[src/rtl/ror_seq_if.sv]
// Start/done handshake bundle for the sequential rotate-right unit.
// master drives the request side; slave returns status and result.
interface ror_seq_if #(
   parameter int WIDTH = 32
);
   logic             start;
   logic [WIDTH-1:0] a;
   logic [WIDTH-1:0] b;
   logic             busy;
   logic             done;
   logic [WIDTH-1:0] result;

   modport master (
      output start, a, b,
      input  busy, done, result
   );

   modport slave (
      input  start, a, b,
      output busy, done, result
   );
endinterface

[src/rtl/ror_seq.sv]
// Multi-cycle rotate-right unit: rotates a right by b[SHAMT_W-1:0].
// Define ROR_FAST_EN to rotate by 4 per cycle while 4 or more remain.
module ror_seq #(
   parameter int WIDTH   = 32,
   parameter int SHAMT_W = 5
) (
   input logic      clk,
   input logic      clr,
   ror_seq_if.slave bus
);

   typedef enum logic [1:0] {
      S_IDLE,
      S_RUN,
      S_DONE
   } state_t;

   state_t             state, state_n;
   logic [WIDTH-1:0]   acc, acc_n;
   logic [SHAMT_W-1:0] cnt, cnt_n;
   logic [SHAMT_W-1:0] shamt;

   // upper bits of b are dropped: rotate amount is modulo WIDTH
   assign shamt = bus.b[SHAMT_W-1:0];

   always_ff @(posedge clk) begin
      if (clr) begin
         state <= S_IDLE;
         acc   <= '0;
         cnt   <= '0;
      end else begin
         state <= state_n;
         acc   <= acc_n;
         cnt   <= cnt_n;
      end
   end

   always_comb begin
      state_n = state;
      acc_n   = acc;
      cnt_n   = cnt;
      unique case (state)
         S_IDLE: begin
            if (bus.start) begin
               acc_n   = bus.a;
               cnt_n   = shamt;
               state_n = (shamt != '0) ? S_RUN : S_DONE;
            end
         end
         S_RUN: begin
`ifdef ROR_FAST_EN
            if (cnt >= SHAMT_W'(4)) begin
               acc_n = {acc[3:0], acc[WIDTH-1:4]};
               cnt_n = cnt - SHAMT_W'(4);
            end else begin
               acc_n = {acc[0], acc[WIDTH-1:1]};
               cnt_n = cnt - SHAMT_W'(1);
            end
`else
            acc_n = {acc[0], acc[WIDTH-1:1]};
            cnt_n = cnt - SHAMT_W'(1);
`endif
            if (cnt_n == '0)
               state_n = S_DONE;
         end
         S_DONE: begin
            state_n = S_IDLE;
         end
         default: begin
            state_n = S_IDLE;
         end
      endcase
   end

   assign bus.busy   = (state != S_IDLE);
   assign bus.done   = (state == S_DONE);
   assign bus.result = acc;

endmodule
[src/flat_wrapper.sv]
// flat-port wrapper written by rule: the top's interface ports become plain ports
module ror_seq_flat 
#(
   parameter int WIDTH   = 32,
   parameter int SHAMT_W = 5
)
  (clk, clr, bus_start, bus_a, bus_b, bus_busy, bus_done, bus_result);
  ror_seq_if #(.WIDTH(WIDTH)) bus_i ();
  input logic clk;
  input logic clr;
  input wire logic [$bits(bus_i.start)-1:0] bus_start;
  input wire logic [$bits(bus_i.a)-1:0] bus_a;
  input wire logic [$bits(bus_i.b)-1:0] bus_b;
  output wire logic [$bits(bus_i.busy)-1:0] bus_busy;
  output wire logic [$bits(bus_i.done)-1:0] bus_done;
  output wire logic [$bits(bus_i.result)-1:0] bus_result;
  assign bus_i.start = bus_start;
  assign bus_i.a = bus_a;
  assign bus_i.b = bus_b;
  assign bus_busy = bus_i.busy;
  assign bus_done = bus_i.done;
  assign bus_result = bus_i.result;
  ror_seq #(.WIDTH(WIDTH), .SHAMT_W(SHAMT_W)) u_core (.clk(clk), .clr(clr), .bus(bus_i));
endmodule
[config.mk]
export PLATFORM = sky130hd
export DESIGN_NAME = ror_seq_flat
export DESIGN_NICKNAME = d
export VERILOG_FILES = /design/src/rtl/ror_seq_if.sv /design/src/rtl/ror_seq.sv /design/src/flat_wrapper.sv
export SDC_FILE = /design/constraint.sdc
export NUM_CORES = 1
export LEC_CHECK = 0
export CAP_MARGIN = 20
export CORE_ASPECT_RATIO = 0.8
export CORE_MARGIN = 2
export CORE_UTILIZATION = 60
export CTS_CLUSTER_DIAMETER = 120
export DETAILED_ROUTE_END_ITERATION = 16
export DONT_BUFFER_PORTS = 1
export GPL_ROUTABILITY_DRIVEN = 0
export GPL_TIMING_DRIVEN = 0
export PLACE_DENSITY = 0.78
export SLEW_MARGIN = 20
export SYNTH_ARGS = -nofsm -noshare
export SYNTH_HDL_FRONTEND = slang
export SYNTH_SLANG_ARGS = --single-unit
export TNS_END_PERCENT = 5
[constraint.sdc]
create_clock -name clk -period 1.79 [get_ports clk]
set_input_delay 0.0895 -clock clk [delete_from_list [all_inputs] [get_ports clk]]
set_output_delay 0.0895 -clock clk [all_outputs]
set_load 0.01 [all_outputs]
==> flow_summary.toml <==
[outcome]
outcome = "complete, no violations"

[synth]
synth_area_per_cell_um2 = 8.96
synthTopCellsByArea = "dfxtp_1 38%, a311oi_2 20%, nand2_1 12%"
synth_largest_area_cell = "dfxtp_1"
syn_nets = 297
netlist_area_um2 = 2040
synthCells = 228
ys_types = 37
ys_ff_latch = 39
synth_seq_area_share = 0.382
ys_warn_count = 0
synth_top_area_share = 0.382

[min_path]
min_path_type = "in -> reg"

[route]
highest_layer = "met4"
wl_met1_mm = 2.05
drt-total-wl_mm = 5.06
wl_met2_mm = 2.59
ant_nets = 0
wl_per_cell_um = 16.8
drc = 0
drt_iter0_drc = 39
firstDrtPassIters = 4
dr_wl_met3_um = 365
viasPerCell = 6.04
vias = 1817

[clock_network]
clock-root-buffer = "clkbuf_8"
tritoncts = "done"
cts_buffer_depth = 2
post_cts_resized = 0
cts.sinks = 39
clkTransAtPathRegs_ps = 70
cts_setup_buffers = 0
cts_buffers = 5
clk_latency_ps = 280
ctsHtreeMaxLevel = 2

[die]
start_util = 0.643
die_x_um = 69.2
boundaryPins = 101
core_area_um2 = 3180
dieArea_um2 = 3890
chipHeight_um = 56.2
rows = 18

[worst_setup_path]
slowest_stage = "o41ai_1"
crit_type = "reg -> reg"
required_ps = 2020
end_kind = "flop"
path_max_fanout = 6
crit_path_max_incr_delay_ps = 440
cp_cell_sequence = "inv_1 > ha_1 > xor2_1 > o41ai_1 > and4b_1"
worstSetupStartpointType = "flop"
arrival_ps = 1910

[sta]
tightest_slew_ps = 695
max_freq_mhz = 594
drv_slew = 0
hold_viol_final = 0
slew_headroom = 0.537
fin_crit_ps = 1680
setup_tns_ps = 0
skew_ps = 4.85
rsz0062_at_grt = "no"
hold_slack_ps = 7.64
period_share = 0.940
setup_violations = 0

[cells_and_area]
multi_input_area_um2 = 1090
seq_area_um2 = 781
antenna_cells = 0
n_fill_cell = 225
nets = 331
layout_commonest_cell = "nand2_1"
fin_area_um2 = 2430
drive_gt1_frac = 0.203
area_growth_pct = 19.2
final_cell_mix = "67 x nand2_1, 39 x dfxtp_1, 36 x nor2_1, 27 x a311oi_2, 27 x dlygate4sd3_1"

[global_route]
antenna_found_initial = 0
overflow = 0
grt_pass1_wl_mm = 8.20
grt_pass1_vias = 1820
grt_max_degree = 11
grt_util_all_layers = 0.260

[flow_run]
maxCapViolations = 0

[placement]
io_buffers = 0
hpwl_mm = 3.36
place_area_um2 = 2090

[pwr]
vdd_drop_max_mv = 0.681
p_leak_nw = 0.936
power_density_nw_per_um2 = 1060
==> power by group <==
group / total (mW) / switching [mW] / internal [mW]
Combinational: 0.833 / 0.460 / 0.373
Clock: 0.536 / 0.276 / 0.260
Sequential: 1.21 / 0.197 / 1.01
==> routing by layer <==
metal  GRT usage  vias up
met5           0        -
met4      0.0644        0
met3      0.0797        7
met2       0.478       74
met1       0.292      864
li1            -      872
==> worst max-delay path, delay by kind of cell (launching register included) <==
kind            cells  cell delay (ps)
buf+inv             1               80
compound gates      1              440
simple gates        1              250
xor+xnor            1              170
fa+ha+maj           1              260
flops               1              430
==> layout make-up <==
type                    count  area share
plain buffers              20      0.0658
flip-flops and latches     39       0.321
inverters                   3     0.00462
clock buffers               6      0.0298
well taps                  40      0.0206
multi-input cells         166       0.448
repair buffers             27       0.111
==> cells by family (layout without fill, tap and decap cells) <==
family | after synthesis | count (layout) | synth area share
AO/OA/AOI/OAI | 45 | 45 | 0.273
XOR/XNOR | 2 | 2 | 0.00858
buffers and inverters | 23 | 56 | 0.0839
AND/OR/NAND/NOR | 117 | 117 | 0.240
adder cells (fa/ha/maj) | 2 | 2 | 0.0123
flip-flops | 39 | 39 | 0.382
==> flip-flops by register name, summed over array words and instances, names as in the netlist <==
name               count
u_core.bus.result     32
u_core.cnt             5
u_core.state           2
==> path summary, 6_finish.rpt <==
check	slack (ps)	start	endpoint	cells after the start
max	110	u_core.cnt[0]$_SDFFE_PP0P_	u_core.state[1]$_SDFFE_PP0P_	5
min reg2reg	540	u_core.bus.result[23]$_SDFFE_PP0P_	u_core.bus.result[22]$_SDFFE_PP0P_	2
max reg2reg	110	u_core.cnt[0]$_SDFFE_PP0P_	u_core.state[1]$_SDFFE_PP0P_	5
min	8	bus_a[0]	u_core.bus.result[0]$_SDFFE_PP0P_	2
==> what timing repair did <==
| item | in CTS | in global routing |
|---|---|---|
| hold buffers | 27 | 0 |
| setup endpoints to repair | 0 | 0 |
| hold endpoints to repair | 27 | 0 |
==> cell usage after synthesis <==
cell type and n:
a311oi_2 27, a31oi_1 1, o31a_1 1, buf_4 4, buf_6 7, o211ai_1 1, clkbuf_1 2, nand2_1 67
nor2b_1 1, or4_1 1, buf_1 1, ha_1 2, o21ba_2 1, nor4_1 2, and4b_1 1, o21a_1 1
a21oi_1 1, o41ai_1 1, and2b_1 1, a311oi_1 7, nor3_1 1, xnor2_1 1, a211oi_1 1, o211a_1 1
buf_8 1, a2111oi_2 1, o21ai_0 1, nor3b_1 2, nand2b_1 2, buf_2 5, xor2_1 1, nor2_1 36
dfxtp_1 39, inv_1 3, or2_2 1, nor3b_2 1, or2b_1 1
==> through the flow <==
| step | instances | total power, mW | util | setup WS (ps) |
|---|---|---|---|---|
| floorplan | 228 | 1.84 | - | 346 |
| global placement | 268 | 1.95 | 0.659 | 236 |
| detailed placement | 268 | 2.00 | 0.659 | 149 |
| CTS | 301 | 2.58 | 0.767 | 127 |
| global route | 301 | 2.72 | 0.767 | 46.6 |
| finish | 301 | 2.58 | 0.767 | 108 |
No activity file was read; power rests on OpenSTA's default activity.
